--- src/rtl/m1_image_loader.sv ---
// -----------------------------------------------------------------------------
// m1_image_loader
//
// Writer side of the M1 input-image memory. Receives a host stream of 8-bit
// pixels (valid/ready), packs 16 pixels per 128-bit word and writes the words
// to consecutive M1 addresses. After the frame has been written it pulses
// 'start' to the equalization pipeline. It then holds off the next frame until
// the pipeline reports 'pipe_done'.
//
// Parameters
//   IMG_WORDS  128-bit words per frame (16*IMG_WORDS pixels), 1..65536
//   BASE_ADDR  M1 word address of the first image word
//
// Optional feature (build macro LOADER_CHECKSUM_EN)
//   Adds output checksum[15:0]: the sum of the accepted pixels, modulo 2^16.
//   It is cleared when a load is accepted and is valid from START onward.
//   Without the macro there is no port and no adder.
//
// Ports
//   clock            in   system clock, all state on the rising edge
//   reset_n          in   asynchronous active-low reset
//   load             in   1-cycle request to begin receiving a frame
//   in_valid         in   host pixel valid
//   in_pixel[7:0]    in   host pixel value
//   in_last          in   host marks the final pixel of the frame
//   in_ready         out  loader accepts a pixel this cycle (LOAD state only)
//   M1_WriteBus      out  packed word, pixel k at bits [8k+7:8k]
//   M1_WriteAddress  out  word address, BASE_ADDR + word index (wraps mod 2^16)
//   M1_WriteEnable   out  1-cycle write strobe
//   start            out  1-cycle pulse to the equalization pipeline
//   pipe_done        in   pipeline finished processing (level or pulse)
//   busy             out  high in any state other than IDLE
//   short_frame      out  sticky: in_last arrived before the full pixel count
// -----------------------------------------------------------------------------
// State table
//   state   | meaning
//   S_IDLE  | waiting for load; pixels are ignored
//   S_LOAD  | accepting pixels, one per cycle, packing and writing words
//   S_FLUSH | final word write strobe is on the bus
//   S_START | start pulse to the pipeline
//   S_WAIT  | pipeline running; leave on pipe_done
// -----------------------------------------------------------------------------
module m1_image_loader #(
  parameter int          IMG_WORDS = 16384,
  parameter logic [15:0] BASE_ADDR = 16'h0
) (
  input  logic         clock,
  input  logic         reset_n,
  input  logic         load,
  input  logic         in_valid,
  input  logic [7:0]   in_pixel,
  input  logic         in_last,
  output logic         in_ready,
  output logic [127:0] M1_WriteBus,
  output logic [15:0]  M1_WriteAddress,
  output logic         M1_WriteEnable,
  output logic         start,
  input  logic         pipe_done,
  output logic         busy,
  output logic         short_frame
`ifdef LOADER_CHECKSUM_EN
  ,
  output logic [15:0]  checksum
`endif
);

  localparam logic [2:0] S_IDLE  = 3'd0;
  localparam logic [2:0] S_LOAD  = 3'd1;
  localparam logic [2:0] S_FLUSH = 3'd2;
  localparam logic [2:0] S_START = 3'd3;
  localparam logic [2:0] S_WAIT  = 3'd4;

  // IMG_WORDS = 65536 gives 16'hFFFF; the index counter then covers all 2^16 words.
  localparam logic [15:0] LAST_IDX = 16'(IMG_WORDS - 1);

  logic [2:0]   r_state;
  logic [3:0]   r_lane;
  logic [15:0]  r_idx;
  logic [127:0] r_pack;
  logic [127:0] r_bus;
  logic [15:0]  r_addr;
  logic         r_we;
  logic         r_short;

  logic         w_accept;
  logic         w_lane_full;
  logic         w_count_end;
  logic         w_word_done;
  logic         w_frame_done;
  logic [127:0] w_word;

  assign w_accept     = in_valid && (r_state == S_LOAD);
  assign w_lane_full  = (r_lane == 4'd15);
  assign w_count_end  = w_lane_full && (r_idx == LAST_IDX);
  assign w_word_done  = w_accept && (w_lane_full || in_last);
  assign w_frame_done = w_accept && (w_count_end || in_last);

  // The pack register is cleared after every word, so lanes above the current
  // one are already zero; a partial word therefore needs no extra masking.
  assign w_word = r_pack | ({120'd0, in_pixel} << {r_lane, 3'b000});

  always_ff @(posedge clock or negedge reset_n) begin
    if (!reset_n) begin
      r_state <= S_IDLE;
      r_lane  <= 4'd0;
      r_idx   <= 16'd0;
      r_pack  <= 128'd0;
      r_bus   <= 128'd0;
      r_addr  <= 16'd0;
      r_we    <= 1'b0;
      r_short <= 1'b0;
    end else begin
      r_we <= 1'b0;
      case (r_state)
        S_IDLE: begin
          if (load) begin
            r_state <= S_LOAD;
            r_lane  <= 4'd0;
            r_idx   <= 16'd0;
            r_pack  <= 128'd0;
            r_short <= 1'b0;
          end
        end
        S_LOAD: begin
          if (w_word_done) begin
            r_bus  <= w_word;
            r_addr <= BASE_ADDR + r_idx;
            r_we   <= 1'b1;
            r_pack <= 128'd0;
            r_lane <= 4'd0;
            r_idx  <= r_idx + 16'd1;
          end else if (w_accept) begin
            r_pack <= w_word;
            r_lane <= r_lane + 4'd1;
          end
          if (w_frame_done) begin
            r_state <= S_FLUSH;
          end
          // in_last exactly on the last pixel of the last word is a normal end.
          if (w_accept && in_last && !w_count_end) begin
            r_short <= 1'b1;
          end
        end
        S_FLUSH: r_state <= S_START;
        S_START: r_state <= S_WAIT;
        S_WAIT: begin
          if (pipe_done) begin
            r_state <= S_IDLE;
          end
        end
        default: r_state <= S_IDLE;
      endcase
    end
  end

`ifdef LOADER_CHECKSUM_EN
  logic [15:0] r_sum;

  always_ff @(posedge clock or negedge reset_n) begin
    if (!reset_n) begin
      r_sum <= 16'd0;
    end else if ((r_state == S_IDLE) && load) begin
      r_sum <= 16'd0;
    end else if (w_accept) begin
      r_sum <= r_sum + {8'd0, in_pixel};
    end
  end

  assign checksum = r_sum;
`endif

  assign in_ready        = (r_state == S_LOAD);
  assign M1_WriteBus     = r_bus;
  assign M1_WriteAddress = r_addr;
  assign M1_WriteEnable  = r_we;
  assign start           = (r_state == S_START);
  assign busy            = (r_state != S_IDLE);
  assign short_frame     = r_short;

endmodule

--- config.mk ---
export PLATFORM = sky130hd
export DESIGN_NAME = m1_image_loader
export DESIGN_NICKNAME = d
export VERILOG_FILES = /design/src/rtl/m1_image_loader.sv
export SDC_FILE = /design/constraint.sdc
export NUM_CORES = 1
export LEC_CHECK = 0
export CAP_MARGIN = 20
export CORE_ASPECT_RATIO = 0.8
export CORE_MARGIN = 4
export CORE_UTILIZATION = 38
export DETAILED_ROUTE_END_ITERATION = 8
export GPL_ROUTABILITY_DRIVEN = 0
export PLACE_DENSITY = 0.7
export SYNTH_ARGS = -nofsm -noshare
export SYNTH_HDL_FRONTEND = slang
export SYNTH_SLANG_ARGS = --single-unit
--- constraint.sdc ---
create_clock -name clock -period 1.9 [get_ports clock]
set_input_delay 0.57 -clock clock [delete_from_list [all_inputs] [get_ports clock]]
set_output_delay 0.57 -clock clock [all_outputs]
set_load 0.1 [all_outputs]
* After elaboration in Yosys (flattened, before gate mapping)
Cells that the tools add are included.
Word-level totals: register bits 297, latch bits 0, memory bits (writable) 0, memory bits (read-only) 0, input port bits 14, output and inout port bits 149, logic and storage cells 61, memories kept 0
Operators by class: add/sub/neg operators 2, $mul 0, divide/modulo/power cells 0, magnitude comparators 0, equal/unequal tests 12, shift operators 1, mux-type cells 20, bitwise logic cells 1, reduce and logical (&&, ||, !) cells 17
Operator list (number):
- $mux 128 | 3
- $pmux 128 s2 | 1
- $or 128x128->128 | 1
- $shl 8x7->128 | 1
- $mux 16 | 2
- $pmux 16 s2 | 1
- $add 16x1->16 const B | 1
- $eq 16x14->1 const B | 1
- $pmux 3 s5 | 1
- $mux 4 | 3
- $reduce_and 3->1 | 4
- $mux 3 | 3
- $pmux 4 s2 | 1
- $eq 3x2->1 const B | 2
- $logic_and 1x1->1 | 6
- $ne 2x1->1 const B | 3
- $add 4x1->4 const B | 1
- $eq 4x4->1 const B | 1
- $mux 1 | 4
- $ne 2x2->1 const B | 2
- $eq 3x1->1 const B | 1
- $eq 3x3->1 const B | 1
- $logic_not 3->1 | 1
- $ne 3x1->1 const B | 1
- other kinds (6) | 7

* Depth between registers and ports, before layout
Gate-level depths: netlist of the first run.
depth after elaboration 6, gate-level depth with buffers 9, depth with buffers taken out 6

* Worst setup path before layout of the first run
Ideal clock, no wire load.
kind register to output, from reg r_state[1], to out in_ready, arrival 1985 ps, data required time 1330 ps, slack -655 ps, cell stages (with the launch flop) 4, cells stage by stage dfrtp_1 -> buf_2 -> nand2b_1 -> nor2_1
On the way: longest elaborated chain between the ends 1
RTL lines:
- start, declared | RTL line 76 | logic [2:0] r_state;
- start signal, assigned | RTL line 104 | r_state <= S_IDLE;
- start signal, assigned | RTL line 117 | r_state <= S_LOAD;
- start signal, assigned | RTL line 137 | r_state <= S_FLUSH;
- $eq 3x1->1 | RTL line 172 | assign in_ready = (r_state == S_LOAD);
- end, declared | RTL line 53 | output logic in_ready,
No other way between the ends.

* Worst setup path in the final report of the first run
from reg r_state[1], to out busy
On the way: longest elaborated chain between the ends 1
RTL lines:
- $reduce_bool 3->1 | RTL line 177 | assign busy = (r_state != S_IDLE);
- end, declared | RTL line 59 | output logic busy,
No other way between the ends.

==> results of run 1 <==
path summary, 6_finish.rpt:
kind / from / endpoint / slack [ns] / cells after the start
worst max-delay path: r_state[1] / busy / -0.24 / 2
worst min-delay path: r_pack[60] / r_pack[60] / 0.49 / 2
worst max register to register: r_state[1] / r_idx[10] / 0.05 / 5
worst min register to register: r_pack[60] / r_pack[60] / 0.49 / 2
max in group asynchronous: reset_n / M1_WriteBus[45] / 0.67 / 3
min in group asynchronous: reset_n / r_pack[11] / 0.50 / 2
where the power goes:
| part | switching (mW) | internal (mW) | total [mW] |
|---|---|---|---|
| combinational | 5.20 | 2.78 | 7.98 |
| clock | 2.45 | 3.81 | 6.26 |
| sequential | 0.484 | 6.83 | 7.31 |
registers in the layout (all words and copies together) (netlist names):
name and cells:
M1_WriteAddress 16, M1_WriteBus 128, M1_WriteEnable 1, r_idx 16
r_lane 4, r_pack 128, r_state 3, short_frame 1
cell families (layout without fill, tap and decap cells):
group                    Yosys count  after routing  share of synthesized area [%]
multiplexers                       1              1                        0.08417
adder cells (fa/ha/maj)            2              2                         0.2104
XOR/XNOR                           7              7                         0.5155
AO/OA/AOI/OAI                    416            416                          17.84
buffers and inverters            117            343                          4.313
AND/OR/NAND/NOR                  397            397                          14.54
flip-flops                       297            297                          62.49
worst register-to-register path: stages (launching register included):
cell,delay [ns]
dfrtp_2,0.44
buf_4,0.18
nand4bb_1,0.22
or3_4,0.43
or3_1,0.36
a21oi_1,0.15
layer usage:
metal	routed length (um)	up-vias	share of wire (%)	GRT usage, %
li1	-	4587	-	-
met1	15710	4783	46	29.45
met2	15540	286	46	29.73
met3	2110	50	6.2	3.827
met4	746	0	2.2	4.714
met5	0	-	0	0
repair_timing:
item	4_1_cts	5_1_grt
endpoints found under the hold margin	30	0
pin swaps	3	1
hold buffers	1	0
setup buffers	7	4
resized for setup	9	11
gates cloned	1	0
setup endpoints to repair	19	130
layout make-up:
class | instances | share of cell area [%]
Clock inverter | 15 | 1.340
Clock buffer | 38 | 4.612
Sequential cell | 297 | 42.37
Tap cell | 413 | 2.944
Multi-Input combinational cell | 823 | 23.14
Inverter | 6 | 0.1426
Timing Repair Buffer | 284 | 25.46
cell usage in the layout (no fill, tap or decap), types with 6 or more instances in the layout:
| cell | n |
|---|---|
| a21oi_1 | 265 |
| and2_0 | 8 |
| and3_1 | 10 |
| buf_12 | 181 |
| buf_4 | 85 |
| bufinv_16 | 6 |
| clkbuf_16 | 29 |
| clkdlybuf4s50_1 | 12 |
| clkinv_2 | 6 |
| dfrtp_1 | 294 |
| nand2_1 | 182 |
| nand3_1 | 9 |
| nor2_1 | 139 |
| o21ai_0 | 14 |
| o21ai_1 | 125 |
| or3_1 | 6 |
==> run summary, run 1 <==
The run finished, with violations left. The final reports fail on setup timing. The total power draw is 21.55 mW.

After synthesis, flip-flops and latches occupy 62.49% of the total area. Relative to the synthesized area, the layout overhead comes to 47.59%. After layout, the worst setup slack is -0.2425 ns.

Counting every net in the synthesized netlist gives 1253. The top-area cell type share of the netlist area came out at 62.49%. The power density over the cells is 1228 nW/um^2. The number of sinks handled by clock tree synthesis is 297. In this run the number of H-tree levels came out at 1. The worst setup path is of the flip-flop to primary output kind.

In the final design database the tool counted 1457 nets. The average footprint of a synthesized cell is 9.614 um^2. The utilization after layout is 57.37%. The number of clock buffers inserted by TritonCTS came out at 29. The area used by sequential logic in the layout came out at 7436 um^2. The final period demand of the worst path is 2.142 ns.

Setup repair after global routing could not meet its margin everywhere. The required time at the endpoint of the critical path is 1.33 ns. The number of warning messages in the yosys log came out at 0. The area of the die came out at 34210 um^2. The count of TritonRoute iterations in the first routing pass came out at 7. The commonest cells after synthesis are dfrtp_1, a21oi_1, nand2_1. The netlist area before placement came out at 11890 um^2.

dfrtp_1 takes more of the synthesized area than any other cell. The static power due to leakage came out at 7.893 nW. The post-route fraction of the period consumed by the critical path is 112.8%. The number of fillers in the final layout came out at 2474.

The number of max-cap violations is 0. At the worst endpoint, the arrival time is 1.57 ns. The highest clock frequency the design can meet came out at 466.7 MHz. The max-slew violation count came out at 0. The number of failing hold endpoints at the final stage came out at 0. The count of antenna-violating nets left after detailed routing is 0. The slowest stage of the critical path is the dfrtp_2 cell. The total of endpoints with negative setup slack in the final report is 3. The critical path launch point type is a flip-flop.

The signal on the critical path passes through or3_4 -> buf_12. The worst hold slack came out at 0.4948 ns. In this run the vertical extent of the chip is 166.2 um. The via count of the first global-routing pass is 9565. After floorplanning, the core was divided into 57 placement rows. The starting DRC count in detailed routing is 800. The routed layout has 9706 vias. The share of synthesized registers carrying an async set or reset is 100.0%.

CTS placed an instance of clkbuf_16 at the clock tree root. The first global-routing pass estimated 54.35 mm of wire. Global routing finished with a remaining overflow of 0. After clock tree synthesis, the clock-pin slew on the worst setup and hold paths is 0.06 ns. The biggest cell delay along the critical path came out at 0.44 ns. Dividing the detail-routed via count by the number of cells gives 5.174. The number of enable flip-flop cells after synthesis is 0. Global routing consumed, over all layers together, 19.67% of the routing resources. The floorplan step set the die width to 205.8 um. In the final layout, the multi-input gates occupy 4061 um^2. The maximum vdd drop is 0.0007776 V. The per-cell routed wire length is 18.18 um.

The clock insertion delay at the later pin of the skew report came out at 0.54 ns. The count of unresolved DRC violations after routing came out at 0. Synthesis produced a netlist whose cell count is 1237. The cell total after placement came out at 1810. The initial antenna violation count is 0. The setup TNS after final layout is -0.6213 ns. The placeable core region is 30600 um^2.

The post-route non-filler standard cell count came out at 1876. The most used flip-flop cell after synthesis is dfrtp_1. The number of unique standard cell types used by synthesis came out at 45. The total buffers and inverters traversed by the critical path came out at 1. With fillers left out, the area of the finished cells amounts to 17550 um^2. The worst slack at placement came out at -0.6104 ns.

In this run the worst hold path is classified as flip-flop to flip-flop. After detailed routing, the total wire length is 34.10 mm. The total placed instance area is 16310 um^2. The highest net fanout along the worst path is 5. Entering global routing, the biggest net connects 72 pins. The top cell family by delay on the critical path is flip-flops. In the final layout, the share of cells above drive strength 1 is 23.79%. 163 I/O pins were placed. Input and output buffers added on the ports amount to 162. The clock tree skew after final layout came out at 0.01393 ns. 0 antenna diodes ended up in the layout. Once the floorplan was initialized, standard cells occupied 38.87% of the core. Detailed placement ended at an HPWL of 23.63 mm. In the post-synthesis netlist, the biggest area contributors are dfrtp_1, a21oi_1, nand2_1. The register bit total from synthesis is 297.

TritonCTS built the clock tree. In this run the deepest clock path goes through 3 buffers. For the pin with the worst max-slew slack, the measured transition is 0.4022 ns. The cell with the most instances after synthesis is dfrtp_1. The worst setup path is captured at a primary output.

The tightest slew margin relative to the limit is 73.19%.
Power figures use the tool's default switching activity.
==> run 2: changes to the inputs <==
CAP_MARGIN = unset   (was 20)
CORE_UTILIZATION = 45   (was 38)
PLACE_DENSITY = 0.79   (was 0.7)
==> run summary, run 2 (synthesis gave the netlist of run 1 again) <==
The switching power share of the total is 38.19% (was 37.74%). The total buffers and inverters traversed by the critical path came out at 2 (was 1). The leading cell type in the layout, fill and taps excluded is dfrtp_1 (unchanged). The biggest cell delay along the critical path is 0.42 ns (was 0.44 ns). Status: finished with violations (unchanged). The number of sinks handled by clock tree synthesis came out at 297 (unchanged).

The clock tree skew after final layout came to 0.01076 ns (was 0.01393 ns). The count of unresolved DRC violations after routing came out at 0 (unchanged). The number of failing hold endpoints at the final stage is 0 (unchanged).

The number of max-cap violations came to 0 (unchanged). The count of antenna-violating nets left after detailed routing came out at 0 (unchanged). The maximum vdd drop came out at 0.0009221 V (was 0.0007776 V). The final period demand of the worst path came to 2.164 ns (was 2.142 ns).

The I/O pin count is 163 (unchanged). The number of buffer cells added on primary ports is 162 (unchanged). Violated checks: setup timing (unchanged). The post-route non-filler standard cell count is 1816 (was 1876). The final cell area excluding filler cells came to 17420 um^2 (was 17550 um^2). The cell total after placement came to 1752 (was 1810). Most frequent cells in the layout: dfrtp_1, a21oi_1, nand2_1 (unchanged). The die outline height is 153.4 um (was 166.2 um). The maximum number of pins on one net before global-route repair came out at 78 (was 72). The slowest cell on the critical path is dfrtp_2 (unchanged).

The net switching power figure is 8.118 mW (was 8.135 mW). The starting DRC count in detailed routing is 1008 (was 800). The highest clock frequency the design can meet is 462.0 MHz (was 466.7 MHz). The share of final-layout standard cells stronger than drive strength 1 came out at 24.10% (was 23.79%). The count of TritonRoute iterations in the first routing pass came to 8 (was 7).

The internal power of the cells is 13.14 mW (was 13.42 mW). The worst slack at placement was -0.5102 ns (was -0.6104 ns). The remaining global-route overflow is 0 (unchanged). The total power draw was 21.26 mW (was 21.55 mW). The area of the die is 29110 um^2 (was 34210 um^2). The post-route fraction of the period consumed by the critical path is 113.9% (was 112.8%). The area added between synthesis and finish is 46.47% (was 47.59%).

The via count of the first global-routing pass was 10067 (was 9565). The first-pass GRT wire length came out at 54.86 mm (was 54.35 mm). The per-cell routed wire length is 19.24 um (was 18.18 um). The number of diodes is 0 (unchanged). The placeable core region is 25630 um^2 (was 30600 um^2). The row count came to 52 (was 57). The clock insertion delay at the later pin of the skew report came out at 0.53 ns (was 0.54 ns). The slack of the critical path was -0.2644 ns (was -0.2425 ns).

The TritonCTS clock tree was yes (unchanged). The overall global routing resource usage is 23.18% (was 19.67%). The total wire length is 34.93 mm (was 34.10 mm). The tightest slew margin relative to the limit was 72.19% (was 73.19%). The critical path launch point type is a flip-flop (unchanged).

The initial antenna violation count is 0 (unchanged). The nature of the critical path endpoint is a primary output (unchanged). The total of endpoints with negative setup slack in the final report is 4 (was 3). The area occupied by multi-input gates came out at 4059 um^2 (was 4061 um^2).

The top cell family by delay on the critical path is flip-flops (unchanged). The area used by sequential logic in the layout is 7438 um^2 (was 7436 um^2). The worst hold slack came to 0.4932 ns (was 0.4948 ns). The via density per instance is 5.541 (was 5.174). The final net count is 1461 (was 1457). The worst min-delay path class is flip-flop to flip-flop (unchanged). The required time at the endpoint of the critical path is 1.33 ns (about the same). The share of total power in the clock network is 27.2% (was 29.0%). The clock slew at the register clock pins of the worst setup and hold paths came out at 0.06 ns (about the same). The count of vias placed by the detailed router came out at 10062 (was 9706). The part of the power in combinational logic was 38.2% (was 37.0%). The initial cell density of the core came out at 46.39% (was 38.87%). The total number of H-tree levels is 1 (unchanged). The highest net fanout along the worst path is 2 (was 5). The power density over the cells came to 1220 nW/um^2 (was 1228 nW/um^2). Setup repair after global routing missed its margin: yes (unchanged). The part of the power in registers came out at 34.6% (was 33.9%).

The half-perimeter wire length after detailed placement is 23.59 mm (was 23.63 mm). The floorplan die width is 189.8 um (was 205.8 um). The static power due to leakage came out at 7.855 nW (was 7.893 nW). Worst-path cell chain: buf_6 -> or3_4 -> buf_12 (was or3_4 -> buf_12). The classification of the worst setup path is flip-flop to primary output (unchanged). The number of clock buffers inserted by TritonCTS is 29 (unchanged).

The max-slew violation count is 0 (unchanged). The number of fillers in the final layout is 1820 (was 2474). The data arrival time of the critical path is 1.59 ns (was 1.57 ns). The actual slew at the worst max-slew pin is 0.4172 ns (was 0.4022 ns). The total placed instance area is 16250 um^2 (was 16310 um^2). The cell at the root of the clock tree is clkbuf_16 (unchanged). The worst-case clock buffer depth came out at 3 (unchanged).
[run 2: changes by cell type in the layout (fill, tap and decap cells not counted), moves of 2 or more]
cell	previous run	this run
bufinv_16	6	3
buf_12	181	179
buf_4	85	90
dfrtp_2	3	5
dfrtp_1	294	292
clkbuf_1	4	7
[run 2: final timing paths]
| kind | from | endpoint | slack (ns) | cells past startpoint |
|---|---|---|---|---|
| min in group asynchronous | reset_n | r_pack[27] | 0.53 | 2 |
| worst max register to register | r_state[2] | r_idx[10] | -0.01 | 5 |
| worst min-delay path | r_pack[19] | r_pack[19] | 0.49 | 2 |
| worst max-delay path | r_state[2] | busy | -0.26 | 3 |
| max in group asynchronous | reset_n | r_pack[96] | 0.63 | 3 |
| worst min register to register | r_pack[19] | r_pack[19] | 0.49 | 2 |
[run 2: power by group through the flow]
stage          Clock [mW]  Combinational [mW]  Sequential, mW
2_1_floorplan           0                2.31            9.37
3_3_place_gp            0                7.53            7.44
3_5_place_dp            0                7.65            7.48
4_1_cts              5.84                7.90            7.35
5_1_grt              6.10                8.47            7.40
6_report             5.78                8.12            7.36
[run 2: cell type report]
cell class / instances / area share (%)
clock buffer: 41 / 4.712
sequential: 297 / 42.70
tap: 351 / 2.521
timing repair buffer: 288 / 25.87
inverter: 6 / 0.1437
multi-input combinational: 823 / 23.30
clock inverter: 10 / 0.7470
[run 2: per-layer routing]
layer  global-route usage [%]  vias to the layer above  part of all wire [%]
met5                        0                        -                     0
met4                    7.025                        0                   3.2
met3                    4.788                       82                   7.6
met2                    36.81                      455                    48
met1                    32.47                     4928                    41
li1                         -                     4597                     -
[run 2: repair_timing]
action | in CTS | in global routing
hold buffers | 1 | 0
hold endpoints to repair | 32 | 0
cloned | 0 | 1
setup endpoints to repair | 20 | 76
resized for setup | 12 | 14
pin swaps | 1 | 5
setup buffers | 8 | 4
[run 2: through the flow]
stage                     utilization, %  setup TNS (ns)
after floorplan                        -               0
after global placement             63.38          -84.08
after detailed placement           63.38         -101.24
after CTS                          67.51         -0.5253
after global routing               67.95         -0.7972
final                              67.95         -0.5521
[run 2: tightest hold or removal path, stage by stage (launching register included)]
cell,delay (ns)
dfrtp_1,0.34
a21oi_1,0.04
nor2_1,0.07
==> run 3: changes to the inputs <==
ABC_AREA = 1   (was unset)
PLACE_DENSITY = 0.78   (was 0.79)
==> run summary, run 3 <==
The worst hold slack came out at 0.4795 ns (was 0.4932 ns). The area added between synthesis and finish came out at 43.02% (was 46.47%). The final cell area excluding filler cells is 18730 um^2 (was 17420 um^2).

The max-slew violation count is 0 (unchanged). The nature of the critical path endpoint is a primary output (unchanged). Top cells by count, synth: nand2_1, dfrtp_1, inv_1 (was dfrtp_1, a21oi_1, nand2_1). The number of sinks handled by clock tree synthesis is 297 (unchanged). The cell at the root of the clock tree is clkbuf_16 (unchanged).

The worst min-delay path class was input pin to asynchronous set/reset pin (was flip-flop to flip-flop). The count of antenna-violating nets left after detailed routing came out at 0 (unchanged). The post-route fraction of the period consumed by the critical path is 107.3% (was 113.9%).

The count of TritonRoute iterations in the first routing pass came out at 6 (was 8). The post-route non-filler standard cell count is 2142 (was 1816). The share of final-layout standard cells stronger than drive strength 1 is 18.92% (was 24.10%).

Violated checks: setup timing (unchanged). The critical path launch point type was a flip-flop (unchanged). The final period demand of the worst path is 2.038 ns (was 2.164 ns). The share of synthesized registers carrying an async set or reset came to 100.0% (unchanged). The number of clock buffers inserted by TritonCTS came out at 30 (was 29). The data arrival time of the critical path came out at 1.47 ns (was 1.59 ns). The average footprint of a synthesized cell came out at 8.560 um^2 (was 9.614 um^2).

The worst-case clock buffer depth is 3 (unchanged). The maximum number of pins on one net before global-route repair came out at 99 (was 78). The overall global routing resource usage is 22.94% (was 23.18%). The cell total after placement is 2059 (was 1752).

Status: finished with violations (unchanged). The final net count was 1767 (was 1461). The clock insertion delay at the later pin of the skew report is 0.55 ns (was 0.53 ns). The total placed instance area came to 17090 um^2 (was 16250 um^2). The I/O pin count came to 163 (unchanged). Setup repair after global routing missed its margin: yes (unchanged). The row count came out at 55 (was 52). Cell types occupying the most area after synthesis: dfrtp_1, nand2_1, o21bai_1 (was dfrtp_1, a21oi_1, nand2_1). The sequential share of the synthesized area came to 56.74% (was 62.49%). The cell count after synthesis is 1530 (was 1237).

The synthesized net count is 1546 (was 1253). The highest net fanout along the worst path is 3 (was 2). The total of endpoints with negative setup slack in the final report came out at 65 (was 4).

The count of vias placed by the detailed router is 11569 (was 10062). The total wire length came out at 40.96 mm (was 34.93 mm). The clock slew at the register clock pins of the worst setup and hold paths came out at 0.06 ns (about the same).

The highest clock frequency the design can meet is 490.7 MHz (was 462.0 MHz). The maximum vdd drop came out at 0.0009206 V (was 0.0009221 V). The classification of the worst setup path is flip-flop to primary output (unchanged). The remaining global-route overflow came out at 0 (unchanged).

The via density per instance is 5.401 (was 5.541). The number of failing hold endpoints at the final stage was 0 (unchanged). The half-perimeter wire length after detailed placement came out at 25.54 mm (was 23.59 mm).

The number of max-cap violations came out at 0 (unchanged). The netlist area before placement came to 13100 um^2 (was 11890 um^2). The total power draw was 24.36 mW (was 21.26 mW). The count of unresolved DRC violations after routing is 0 (unchanged). The utilization after layout is 65.75% (was 67.95%). The die outline height is 160.6 um (was 153.4 um).

The TritonCTS clock tree is yes (unchanged). The slack of the critical path is -0.1378 ns (was -0.2644 ns). The most used flip-flop cell after synthesis was dfrtp_1 (unchanged). The cell with the most instances after synthesis is nand2_1 (was dfrtp_1). The area of the die came to 31920 um^2 (was 29110 um^2). The clock tree skew after final layout is 0.01043 ns (was 0.01076 ns). The power density over the cells came out at 1301 nW/um^2 (was 1220 nW/um^2). The via count of the first global-routing pass is 10997 (was 10067). The floorplan die width came to 198.7 um (was 189.8 um). The post-synthesis cell type with the largest combined area is dfrtp_1 (unchanged).

Most frequent cells in the layout: nand2_1, dfrtp_1, buf_12 (was dfrtp_1, a21oi_1, nand2_1). The worst slack at placement is -0.2958 ns (was -0.5102 ns). The initial antenna violation count came to 4 (was 0). The register bit total from synthesis is 297 (unchanged). The number of buffer cells added on primary ports is 162 (unchanged). The leading cell type in the layout, fill and taps excluded is nand2_1 (was dfrtp_1). The first-pass GRT wire length came to 59.71 mm (was 54.86 mm).

The setup TNS after final layout is -3.069 ns (was -0.5521 ns). The total number of H-tree levels is 1 (unchanged). The top-area cell type share of the netlist area came out at 56.74% (was 62.49%). The number of warning messages in the yosys log was 0 (unchanged).

The number of enable flip-flop cells after synthesis is 0 (unchanged). The starting DRC count in detailed routing is 1277 (was 1008). The tightest slew margin relative to the limit came out at 71.56% (was 72.19%). The required time at the endpoint of the critical path came to 1.33 ns (about the same). The per-cell routed wire length is 19.12 um (was 19.24 um).

The actual slew at the worst max-slew pin came out at 0.4256 ns (was 0.4172 ns). The number of unique standard cell types used by synthesis came to 32 (was 45). The static power due to leakage is 8.840 nW (was 7.855 nW).

The initial cell density of the core came to 45.97% (was 46.39%). The placeable core region is 28490 um^2 (was 25630 um^2). The number of fillers in the final layout is 2145 (was 1820).
==> run 3: cell types whose count changed in the layout (fill, tap and decap cells not counted), moves of 9 or more <==
cell / change
o21ai_0: +105
nand3_1: +27
o21bai_1: +91
a21boi_1: +37
buf_4: -20
a21oi_1: -220
a21boi_0: +12
buf_12: -16
nand2_1: +386
o21ai_1: -113
and3_1: -9
inv_1: +127
nor2_1: -91
clkbuf_16: +13
==> run 3: per-layer routing <==
metal | share of wire [%] | up-vias | track usage (%)
met5 | 0.10 | - | 0
met4 | 2.3 | 6 | 4.319
met3 | 8.4 | 82 | 5.453
met2 | 46 | 496 | 35.05
met1 | 43 | 5690 | 33.93
li1 | - | 5295 | -
==> run 3: report_power, final <==
group / leakage, nW / switching [mW] / internal [mW]
Sequential: 4.11 / 0.610 / 6.86
Combinational: 4.23 / 7.12 / 3.67
Clock: 0.497 / 2.49 / 3.60
Total: 8.84 / 10.2 / 14.1
==> run 3: layout make-up <==
cell class	count	area, um^2	share of cell area, %
repair buffers	271	4418	23.59
diodes	1	2.502	0.01336
clock inverters	10	131.4	0.7014
well taps	370	462.9	2.471
clock buffers	42	877.1	4.682
inverters	141	558.0	2.979
multi-input cells	1010	4846	25.87
flip-flops and latches	297	7436	39.70
==> run 3: cells by family (layout without fill, tap and decap cells) <==
logic type      count (synthesis)  in the layout  synth area share [%]
simple gates                  667            669                 19.93
fa+ha+maj                       2              2                0.1910
flops                         297            297                 56.74
other cells                     0              1                     0
buf+inv                       225            464                 7.165
compound gates                334            334                 15.64
xor+xnor                        5              5                0.3343
==> run 3: final timing paths <==
check / end / startpoint / cells after the start / slack (ns)
max in group asynchronous: r_state[1] / reset_n / 3 / 0.72
min reg2reg: r_pack[90] / r_pack[90] / 2 / 0.53
max reg2reg: r_pack[32] / r_state[0] / 11 / -0.09
max: in_ready / r_state[1] / 4 / -0.14
min in group clock: r_pack[90] / r_pack[90] / 2 / 0.53
min: r_pack[97] / reset_n / 2 / 0.48
==> run 3: repair_timing <==
| item | CTS | global route |
|---|---|---|
| endpoints found under the setup margin | 3 | 148 |
| gates resized for setup | 13 | 50 |
| hold endpoints to repair | 20 | 0 |
| pin swaps | 2 | 5 |
| hold buffers | 1 | 0 |
| cloned | 0 | 16 |
| setup buffers | 5 | 8 |
==> run 3: critical path, cell delays in order (launching register included) <==
cell and delay, ns:
dfrtp_2 0.45, nor2_4 0.13, nand2_4 0.09, inv_4 0.08
buf_12 0.16
